===== src/rtl/toggle_pulse_rx_pkg.sv =====
// Shared constants and types for the toggle-to-pulse receiver.
package toggle_pulse_rx_pkg;

  localparam int SYNC_STAGES_MIN = 2;
  localparam int SYNC_STAGES_MAX = 4;
  localparam int SYNC_STAGES_DEF = 2;
  localparam int CNT_W_DEF       = 4;

  // Pending-count type for the default counter width.
  typedef logic [CNT_W_DEF-1:0] pend_cnt_t;

  // Largest count a CNT_W-bit pending counter can hold.
  function automatic int cnt_max(input int w);
    return (1 << w) - 1;
  endfunction

endpackage


===== src/rtl/bit_sync.sv =====
// Single-bit multi-flop synchronizer with asynchronous active-high reset.
// Also usable on the sender side to bring ack_lvl back into its domain.
module bit_sync #(
  parameter int STAGES = 2
) (
  input  logic clk,
  input  logic rst,
  input  logic d,
  output logic q
);

  logic [STAGES-1:0] sync_reg;

  // Shift the asynchronous input through the flop chain.
  always_ff @(posedge clk or posedge rst) begin
    if (rst) begin
      sync_reg <= '0;
    end else begin
      sync_reg <= {sync_reg[STAGES-2:0], d};
    end
  end

  assign q = sync_reg[STAGES-1];

endmodule


===== src/rtl/toggle_pulse_rx.sv =====
// Receive end of the pulse-to-level toggle link.
// Each transition on lvl_in becomes one event, buffered in a saturating
// pending counter and drained over a valid/ready handshake.
// Build option: define TOGGLE_PULSE_RX_ACK_EN to return an acknowledge toggle
// per accepted event on ack_lvl; without it ack_lvl is tied low (open-loop).
module toggle_pulse_rx
  import toggle_pulse_rx_pkg::*;
#(
  parameter int SYNC_STAGES = SYNC_STAGES_DEF,
  parameter int CNT_W       = CNT_W_DEF
) (
  input  logic             clk,
  input  logic             rst,
  input  logic             lvl_in,
  output logic             pulse_vld,
  input  logic             pulse_rdy,
  output logic             ack_lvl,
  output logic [CNT_W-1:0] pend_cnt,
  output logic             ovf,
  input  logic             ovf_clr
);

  localparam logic [CNT_W-1:0] CNT_MAX = CNT_W'(cnt_max(CNT_W));

  logic             lvl_s;
  logic             prev_reg;
  logic             evt;
  logic             fire;
  logic [CNT_W-1:0] cnt_reg;
  logic [CNT_W-1:0] cnt_next;
  logic             ovf_reg;
  logic             ovf_next;

  bit_sync #(
    .STAGES (SYNC_STAGES)
  ) u_lvl_sync (
    .clk (clk),
    .rst (rst),
    .d   (lvl_in),
    .q   (lvl_s)
  );

  // Delay the synchronized level one cycle so either transition is visible.
  always_ff @(posedge clk or posedge rst) begin
    if (rst) begin
      prev_reg <= 1'b0;
    end else begin
      prev_reg <= lvl_s;
    end
  end

  assign evt       = lvl_s ^ prev_reg;
  // Valid comes straight from the registered count, so it never depends on ready.
  assign pulse_vld = (cnt_reg != '0);
  assign fire      = pulse_vld & pulse_rdy;

  // Next count: an arrival and a departure in the same cycle cancel out, so
  // overflow is only possible when an event arrives with nothing leaving.
  always_comb begin
    cnt_next = cnt_reg;
    ovf_next = ovf_reg;
    if (ovf_clr) begin
      ovf_next = 1'b0;
    end
    if (evt && !fire) begin
      if (cnt_reg == CNT_MAX) begin
        ovf_next = 1'b1;
      end else begin
        cnt_next = cnt_reg + CNT_W'(1);
      end
    end else if (!evt && fire) begin
      cnt_next = cnt_reg - CNT_W'(1);
    end
  end

  // Register the pending count and the sticky overflow flag.
  always_ff @(posedge clk or posedge rst) begin
    if (rst) begin
      cnt_reg <= '0;
      ovf_reg <= 1'b0;
    end else begin
      cnt_reg <= cnt_next;
      ovf_reg <= ovf_next;
    end
  end

  assign pend_cnt = cnt_reg;
  assign ovf      = ovf_reg;

`ifdef TOGGLE_PULSE_RX_ACK_EN
  logic ack_reg;

  // Flip the acknowledge level once per delivered event.
  always_ff @(posedge clk or posedge rst) begin
    if (rst) begin
      ack_reg <= 1'b0;
    end else if (fire) begin
      ack_reg <= ~ack_reg;
    end
  end

  assign ack_lvl = ack_reg;
`else
  assign ack_lvl = 1'b0;
`endif

endmodule


===== config.mk =====
export PLATFORM = sky130hd
export DESIGN_NAME = toggle_pulse_rx
export DESIGN_NICKNAME = d
export VERILOG_FILES = /design/src/rtl/toggle_pulse_rx_pkg.sv /design/src/rtl/bit_sync.sv /design/src/rtl/toggle_pulse_rx.sv
export SDC_FILE = /design/constraint.sdc
export NUM_CORES = 1
export LEC_CHECK = 0
export CAP_MARGIN = 20
export CORE_MARGIN = 2
export CORE_UTILIZATION = 30
export DETAILED_ROUTE_END_ITERATION = 10
export GPL_TIMING_DRIVEN = 0
export PLACE_DENSITY = 0.57
export SYNTH_ARGS = -nofsm -noshare
export SYNTH_HDL_FRONTEND = slang
export SYNTH_SLANG_ARGS = --single-unit

===== constraint.sdc =====
create_clock -name clk -period 2.1 [get_ports clk]
set_clock_uncertainty 0.05 [all_clocks]
set_input_delay 0.21 -clock clk [delete_from_list [all_inputs] [get_ports clk]]
set_output_delay 0.21 -clock clk [all_outputs]
set_load 0.01 [all_outputs]

==> PnR_summary.wiki, run 1 <==
{| class="wikitable"
! Metric !! Value
|-
| Fin crit share || 0.984
|-
| Largest register FFs || 4
|-
| Highest metal layer used by the detailed router || met3
|-
| Number of buffers inserted by port buffering || 10
|-
| Growth of design area from synthesis to finish || 67.5%
|-
| Width of the chip || 42.9 um
|-
| Finish-stage setup viols || 0
|-
| Pin count of the biggest net entering global routing || 9
|-
| Path length in cells of the critical path || 8
|-
| Post-layout min period || 2070 ps
|-
| Via count || about 370
|-
| Clock tree from TritonCTS || done
|-
| Highest achievable clock rate || around 0.48 GHz
|-
| Clock input transition at the sequential cells of the worst setup and hold paths || 60 ps
|-
| Depth of the most critical reg-to-reg path || 8
|-
| Post-synth ARST share || 1.00
|-
| Post-placement cell count || 64
|-
| Maximum Capacitance Violations || 0
|-
| Vias/cell || around 4.7
|-
| Routability Congestion || around 0.72
|-
| Critical path start-end classification || flop to flop
|-
| Library cell occupying the most area in the post-synthesis netlist || sky130_fd_sc_hd__dfrtp_1
|-
| Antenna Cells || 0
|-
| Unique cell type count in the Yosys netlist || 21
|-
| Number of pins exceeding their max-slew limit in the final report || 0
|-
| Top fanout value on the critical path || 4
|-
| Most frequent cells in the layout || sky130_fd_sc_hd__buf_4 (13), sky130_fd_sc_hd__clkdlybuf4s50_1 (10), sky130_fd_sc_hd__dfrtp_1 (5)
|-
| Maximum ir drop on the vdd rail || between 500 and 600 uV
|-
| Slowest stage delay, CP || approximately 440 ps
|-
| Synth warnings || 0
|-
| Number of buffers on the longest clock path || 2
|-
| Total of fill cells in the finished design || between 100 and 150
|-
| Post-Place Worst Slack || -145 ps
|-
| Post-synthesis instance area || 454 um^2
|-
| First-pass GRT wire length || between 1.5 and 2 mm
|-
| Crit-path leading delay family || compound AO/OA/AOI/OAI gates
|-
| Cells after Synth || 38
|-
| Global route total overflow || 0
|-
| Die Span Y || 42.9 um
|-
| Sequential cell area fraction in the yosys report || 0.441
|-
| Most common library cell in the layout ignoring fill and taps || sky130_fd_sc_hd__buf_4
|-
| Count of final hold-check violations || 0
|-
| Critical path, cell by cell || o41ai_4 > nand2_2 > buf_4 > xor2_1 > ha_1 > a21oi_2 > xnor2_1 > mux2_4
|-
| Clock latency of the later-clocked register in the worst-skew pair || 250 ps
|-
| # DRC || 0
|-
| CTS Buf Count || 3
|-
| Met2 WL || 578 um
|-
| Clock Sinks || 8
|-
| Min-delay worst type || primary input to asynchronous set/reset pin
|-
| Area of the placeable core || between 1000 and 1500 um^2
|-
| Share of layout cells above drive strength 1 || 0.524
|-
| Number of H-tree levels || 1
|-
| First drt pass iteration count || 2
|-
| Endpoint required time on the critical path || ~2200 ps
|-
| Unrepaired setup endpoints after global routing || yes
|-
| Leakage power summed over all cells || roughly 0.33 nW
|-
| Count of placed standard cells in the final layout, fillers left out || approximately 80
|-
| Initial drt markers || 2
|-
| Placement row count || 14
|-
| Number of register bits inferred by synthesis || 8
|-
| Most used DFF post-synth || sky130_fd_sc_hd__dfrtp_1
|-
| Starting Density || 0.312
|-
| Final total negative setup slack || 0 ps
|-
| Die Footprint || 1840 um^2
|-
| Crit path setup slack, layout || between 30 and 40 ps
|-
| GR Util All Layers || 0.127
|-
| Detail-routed net length per standard cell || about 14 um
|-
| Detailed route wirelength on metal3 || approximately 45 um
|-
| Crit end category || flop
|-
| Met1 wire length || roughly 450 um
|-
| Number of I/O pins || 12
|-
| Fraction of post-synthesis cell area in the top cell type by area || 0.441
|-
| Slowest cell on the critical path || sky130_fd_sc_hd__dfrtp_2
|-
| P per Cell Area || 1530 nW/um^2
|-
| Post-Syn Area per Cell || between 10 and 15 um^2
|-
| Initial antenna violation count || 0
|-
| CP Buf/Inv Count || 1
|-
| Status || complete, no violations
|-
| Arrival time worst endpoint || roughly 2100 ps
|-
| Residual antenna-violating net count after detailed routing || 0
|-
| Root buffer cell || sky130_fd_sc_hd__clkbuf_4
|-
| Number of synthesized flops with an enable pin || 0
|-
| Largest cells by area after synthesis || sky130_fd_sc_hd__dfrtp_1 (44%), sky130_fd_sc_hd__mux2_4 (6.6%), sky130_fd_sc_hd__xor2_1 (5.8%), sky130_fd_sc_hd__ha_1 (5.5%), sky130_fd_sc_hd__mux2i_1 (4.4%)
|-
| WL final || 1.07 mm
|-
| Number of nets in the synthesized netlist || 45
|-
| Net count of the finished layout || 72
|-
| Worst setup SP type || flop
|-
| Number of global-route vias before repair || 403
|}
-- logic make-up (layout without fill, tap and decap cells) --
logic type | after synthesis | count (layout) | synth area share
mux | 5 | 5 | 0.135
simple gates | 9 | 9 | 0.118
buf+inv | 4 | 29 | 0.0579
flops | 8 | 8 | 0.441
xor+xnor | 5 | 5 | 0.0964
fa+ha+maj | 2 | 2 | 0.0551
other cells | 1 | 1 | 0.00826
compound gates | 4 | 4 | 0.0882
-- final cells by class --
type	instances	area [um^2]	area share
Buffer	2	18.8	0.0247
Clock buffer	3	22.5	0.0296
Inverter	2	7.51	0.00987
Multi-Input combinational cell	26	298	0.391
Sequential cell	8	204	0.268
Tap cell	16	20.0	0.0263
Timing Repair Buffer	22	190	0.250
-- where the power goes --
part | internal [mW] | switching [mW]
clock network | 0.0652 | 0.0487
logic | 0.463 | 0.308
registers | 0.209 | 0.0696
-- path summary, 6_finish.rpt --
check | start | endpoint | slack (ps)
max in group asynchronous | rst | pend_cnt[2] | 1610
hold / removal | rst | ovf | 140
setup reg to reg | pend_cnt[3] | pend_cnt[2] | 30
setup / recovery | pend_cnt[3] | pend_cnt[2] | 30
hold reg to reg | u_lvl_sync.sync_reg[0] | u_lvl_sync.sync_reg[1] | 300
min in group clk | u_lvl_sync.sync_reg[0] | u_lvl_sync.sync_reg[1] | 300
-- stage by stage --
stage               total power [mW]  hold WS [ps]   util  cell area (um^2)
floorplan                      0.647         -24.3      -               502
global placement               0.798           295  0.428               622
detailed placement             0.811           287  0.428               622
CTS                             1.07           146  0.489               711
global route                    1.24           187  0.523               761
finish                          1.16           143  0.523               761
-- synth_stat cells (2+ instances only) --
library cell and number:
sky130_fd_sc_hd__dfrtp_1 8, sky130_fd_sc_hd__inv_1 2, sky130_fd_sc_hd__nor3_1 2, sky130_fd_sc_hd__mux2_4 2, sky130_fd_sc_hd__nand3_1 2, sky130_fd_sc_hd__xor2_1 3, sky130_fd_sc_hd__nand2_2 2, sky130_fd_sc_hd__ha_1 2
sky130_fd_sc_hd__mux2i_1 2, sky130_fd_sc_hd__xnor2_1 2
-- worst reg2reg max path, stage by stage, from the launching register on --
cell and delay, ps:
sky130_fd_sc_hd__dfrtp_2 440, sky130_fd_sc_hd__o41ai_4 380, sky130_fd_sc_hd__nand2_2 120, sky130_fd_sc_hd__buf_4 160, sky130_fd_sc_hd__xor2_1 140, sky130_fd_sc_hd__ha_1 190, sky130_fd_sc_hd__a21oi_2 120, sky130_fd_sc_hd__xnor2_1 80
sky130_fd_sc_hd__mux2_4 250
-- layer usage --
metal  global-route usage  vias up
li1                     -      185
met1                0.138      181
met2                0.212        8
met3               0.0426        0
met4               0.0750        0
met5                    0        -
-- repair_timing --
action,CTS,global route
endpoints found under the setup margin,1,2
hold buffers,0,0
buffers inserted,6,6
pin swaps,5,3
hold endpoints to repair,0,0
resized for setup,7,1
(Power assumes the default switching activity.)
==> inputs of run 2 (changes only) <==
Settings changed: ABC_CLOCK_PERIOD_IN_PS set to 2100.
==> results of run 2 <==
Final layout, timing and power as in run 1 (identical DEF).
==> inputs of run 3 (changes only) <==
Settings changed: ABC_CLOCK_PERIOD_IN_PS 2100 to 2090, PLACE_DENSITY 0.57 to 0.55.
Clock period 2.1 ns to 2.09 ns, I/O delays scaled along.
==> PnR_summary.wiki, run 3 (synthesis gave the netlist of run 1 again) <==
{| class="wikitable"
! Metric !! Value
|-
| Worst setup startpoint || pend_cnt[3] (unchanged)
|-
| Critical path, cell by cell || o41ai_4 > nand2_2 > ha_4 > a2111oi_4 > nor3_4 > mux2_4 > mux2i_1 (was o41ai_4 > nand2_2 > buf_4 > xor2_1 > ha_1 > a21oi_2 > xnor2_1 > mux2_4)
|-
| Crit end category || flop (unchanged)
|-
| Clock input transition at the sequential cells of the worst setup and hold paths || 50 ps (was 60 ps)
|-
| Clock power share || 0.093 (was 0.098)
|-
| Area of the placeable core || 1450 um^2 (unchanged)
|-
| Count of placed standard cells in the final layout, fillers left out || 79 (unchanged)
|-
| Total net switching power || 434 uW (was 426 uW)
|-
| Maximum Capacitance Violations || 0 (unchanged)
|-
| Number of I/O pins || 12 (unchanged)
|-
| Share of layout cells above drive strength 1 || 0.556 (was 0.524)
|-
| Clock tree from TritonCTS || done (unchanged)
|-
| Vias/cell || 4.73 (unchanged)
|-
| Count of final hold-check violations || 0 (unchanged)
|-
| Largest register FFs || 4 (unchanged)
|-
| Sequential power share || 0.235 (was 0.240)
|-
| P per Cell Area || 1540 nW/um^2 (was 1530 nW/um^2)
|-
| Post-layout min period || 2070 ps (about the same)
|-
| Width of the chip || 42.9 um (unchanged)
|-
| Unrepaired setup endpoints after global routing || yes (unchanged)
|-
| Endpoint required time on the critical path || 2200 ps (was 2180 ps)
|-
| Highest achievable clock rate || 0.483 GHz (was 0.484 GHz)
|-
| CTS Buf Count || 3 (unchanged)
|-
| Pin count of the biggest net entering global routing || 9 (unchanged)
|-
| Critical path start-end classification || flop to flop (unchanged)
|-
| Number of pins exceeding their max-slew limit in the final report || 0 (unchanged)
|-
| Maximum ir drop on the vdd rail || 578 uV (was 556 uV)
|-
| Slowest stage delay, CP || 440 ps (about the same)
|-
| Launch instance of the worst register-to-register path || pend_cnt[3] (unchanged)
|-
| Number of global-route vias before repair || 375 (was 403)
|-
| Routability Congestion || 0.683 (was 0.716)
|-
| Residual antenna-violating net count after detailed routing || 0 (unchanged)
|-
| Most frequent cells in the layout || sky130_fd_sc_hd__buf_4 (13), sky130_fd_sc_hd__clkdlybuf4s50_1 (9), sky130_fd_sc_hd__dfrtp_1 (5) (was sky130_fd_sc_hd__buf_4 (13), sky130_fd_sc_hd__clkdlybuf4s50_1 (10), sky130_fd_sc_hd__dfrtp_1 (5))
|-
| Number of buffers inserted by port buffering || 10 (unchanged)
|-
| Post-placement cell count || 64 (unchanged)
|-
| Via count || 374 (unchanged)
|-
| Fin crit share || 0.991 (was 0.984)
|-
| Detail-routed net length per standard cell || 13.7 um (was 13.6 um)
|-
| First-pass GRT wire length || 1.59 mm (was 1.69 mm)
|-
| Cell-internal power || 748 uW (was 737 uW)
|-
| Clock Sinks || 8 (unchanged)
|-
| Slowest cell on the critical path || sky130_fd_sc_hd__dfrtp_2 (unchanged)
|-
| Clock latency of the later-clocked register in the worst-skew pair || 240 ps (was 250 ps)
|-
| Status || complete, no violations (unchanged)
|-
| GR Util All Layers || 0.114 (was 0.127)
|-
| Initial antenna violation count || 0 (unchanged)
|-
| Growth of design area from synthesis to finish || 69.4% (was 67.5%)
|-
| Worst hold margin || 156 ps (was 143 ps)
|-
| Antenna Cells || 0 (unchanged)
|-
| Most common library cell in the layout ignoring fill and taps || sky130_fd_sc_hd__buf_4 (unchanged)
|-
| Reg-to-reg endpoint || pend_cnt[3] (was pend_cnt[2])
|-
| Starting Density || 0.312 (unchanged)
|-
| Leakage power summed over all cells || 0.328 nW (was 0.329 nW)
|-
| # DRC || 0 (unchanged)
|-
| Switching Share || 0.367 (was 0.366)
|-
| Initial drt markers || 6 (was 2)
|-
| Placement row count || 14 (unchanged)
|-
| Depth of the most critical reg-to-reg path || 7 (was 8)
|-
| Number of buffers on the longest clock path || 2 (unchanged)
|-
| Die Footprint || 1840 um^2 (unchanged)
|-
| WL final || 1.08 mm (was 1.07 mm)
|-
| Top fanout value on the critical path || 5 (was 4)
|-
| Global route total overflow || 0 (unchanged)
|-
| Number of H-tree levels || 1 (unchanged)
|-
| First drt pass iteration count || 3 (was 2)
|-
| Net count of the finished layout || 72 (unchanged)
|-
| Finish-stage setup viols || 0 (unchanged)
|-
| Die Span Y || 42.9 um (unchanged)
|-
| Arrival time worst endpoint || 2190 ps (was 2140 ps)
|-
| Slack of the worst reg-to-reg path || 20 ps (was 30 ps)
|-
| Worst setup SP type || flop (unchanged)
|-
| Root buffer cell || sky130_fd_sc_hd__clkbuf_4 (unchanged)
|-
| Min-delay worst type || primary input to asynchronous set/reset pin (unchanged)
|-
| Part of the power in combinational logic || 0.672 (was 0.662)
|}
-- run 3: cell count changes in the layout (fill, tap and decap cells not counted), sizes merged --
| cell | before | now |
|---|---|---|
| dlygate4sd2 | 0 | 1 |
| clkdlybuf4s50 | 10 | 9 |
-- run 3: area by class of cell --
type,count,area [um^2]
Buffer,2,18.8
Clock buffer,3,22.5
Fill cell,128,684
Inverter,2,7.51
Multi-Input combinational cell,26,308
Sequential cell,8,204
Tap cell,16,20.0
Timing Repair Buffer,22,189
-- run 3: routing by layer --
metal / wire length (um) / part of all wire / track usage
met5: 0 / 0 / 0
met1: 432 / 0.40 / 0.125
met3: 50 / 0.046 / 0.0298
met4: 0 / 0 / 0.0188
met2: 601 / 0.55 / 0.218
-- run 3: worst max path at each step --
stage / end / slack, ps / depth (start not counted)
floorplan: pend_cnt[3] / 20 / 7
global placement: pend_cnt[3] / -80 / 8
detailed placement: pend_cnt[3] / -160 / 7
CTS: pend_cnt[3] / -30 / 9
global route: pend_cnt[2] / -50 / 8
finish: pend_cnt[3] / 20 / 7
-- run 3: metrics by stage --
step	worst slack (ps)	total power [mW]	setup TNS (ps)	cell area [um^2]	utilization
after floorplan	21.4	0.650	0	502	-
after global placement	-81.9	0.800	-81.9	622	0.428
after detailed placement	-162	0.817	-162	622	0.428
after CTS	-32.9	1.11	-36.6	727	0.500
after global routing	-51.6	1.25	-91.9	769	0.529
final	18.5	1.18	0	769	0.529
-- run 3: power by group through the flow --
| stage | clock (mW) | combinational [mW] | sequential, mW |
|---|---|---|---|
| 6_report | 0.110 | 0.795 | 0.277 |
| 5_1_grt | 0.123 | 0.850 | 0.281 |
| 4_1_cts | 0.118 | 0.702 | 0.289 |
| 3_5_place_dp | 0 | 0.518 | 0.299 |
| 3_3_place_gp | 0 | 0.505 | 0.294 |
| 2_1_floorplan | 0 | 0.346 | 0.305 |
-- run 3: worst max-delay path: cells and delay by family (launching register included) --
family | cells | cell delay [ps]
multiplexers | 2 | 430
AND/OR/NAND/NOR | 2 | 210
AO/OA/AOI/OAI | 2 | 650
flip-flops | 1 | 440
adder cells (fa/ha/maj) | 1 | 200
-- run 3: timing repair --
action,4_1_cts,5_1_grt
endpoints found under the setup margin,2,3
hold buffers,0,0
cloned,0,0
setup buffers,8,4
pin swaps,5,4
resized for setup,9,2
==> patch (settings of run 1) <==
Register the output `pend_cnt` once more, without a reset; this adds one clock of latency there. The other outputs are not delayed to match.
--- a/src/rtl/toggle_pulse_rx.sv
+++ b/src/rtl/toggle_pulse_rx.sv
@@ -84,7 +84,9 @@
     end
   end
 
-  assign pend_cnt = cnt_reg;
+  always_ff @(posedge clk) begin
+    pend_cnt <= cnt_reg;
+  end
   assign ovf      = ovf_reg;
 
 `ifdef TOGGLE_PULSE_RX_ACK_EN
Function: changed (a bounded check fails within 4 cycles, from zero or initial values and one cycle with rst high).
==> patch against run 1 <==
Core utilization down 2.1 points; the flow now finishes with violations (setup timing); worst setup slack worse by 0.11 ns; sequential share of layout area increased by 6.2 points; sequential cell count increased by 4; global-route usage is 0.47 points lower; final area increased by 13%; power increased by 2.3%; critical path depth shrank 1; synthesized area rose by 20%; synthesized cell count is 29% higher; routed wire length is 4.0% higher.
==> patch: results <==
set metrics [dict create \
    count_of_multi_input_combinational_gates 32 \
    final_layout_size_suffix_gt1_share_pct 41.7 \
    detail_route.wl_per_cell_um 11.5 \
    die-area_um2 2170 \
    synthDistinctLibCells 26 \
    failing_checks "setup timing" \
    clock_insertion_delay_at_the_later_pin_of_the_skew_report_ns 0.27 \
    first_global_vias 405 \
    layout.clock.cell_area_share_pct 4.23 \
    main_area_contributors_after_synthesis "dfrtp_1, dfxtp_1, ha_1, mux2_2, mux4_2" \
    synth-seq-area-share_pct 51.5 \
    final.fill_count 157 \
    layout_setup_ws_ns -0.0724 \
    power.static_leakage_uw 0.000354 \
    gpl.final_weighted_congestion 0.710 \
    placed_cells_incl_taps 84 \
    post_synth.cell_area_avg_um2 11.1 \
    setup_viol_count_final 1 \
    grt_pass1_wl_um 1750 \
    final_cells 97 \
    outcome "finished, violations left" \
    reg2regPathDepth 7 \
    critical_path.max_fanout 7 \
    non_clock_buffer_count 21 \
    seq_cell_count 12 \
    rr_startpoint "cnt_reg[1]" \
    ff_latch_area_um2 283 \
    worst_path_dominant_cell_family "multiplexers" \
]
==> patch: power by group through the flow <==
stage	logic, µW	registers (µW)	clock network (µW)
global placement	470	419	0
global route	679	404	203
CTS	545	393	189
detailed placement	484	419	0
floorplan	310	423	0
finish	616	393	181
==> patch: per-layer routing <==
metal,wire [µm],global-route usage (%)
met1,472,14.0
met2,574,19.4
met3,70,5.88
met4,0,5.14
met5,0,0
==> patch: cell families (layout without fill, tap and decap cells) <==
family	count (synthesis)	count (layout)	synth area share, %
AO/OA/AOI/OAI	9	9	13.1
XOR/XNOR	3	3	4.83
adder cells (fa/ha/maj)	2	2	4.60
buffers and inverters	5	28	4.37
flip-flops	12	12	51.5
multiplexers	3	3	8.28
other	1	1	0.689
AND/OR/NAND/NOR	14	14	12.6
==> patch: repair_timing <==
item                                    4_1_cts  5_1_grt
setup buffers                                 4        5
gates resized for setup                       2        4
endpoints found under the setup margin        2        2
pin swaps                                     3        3
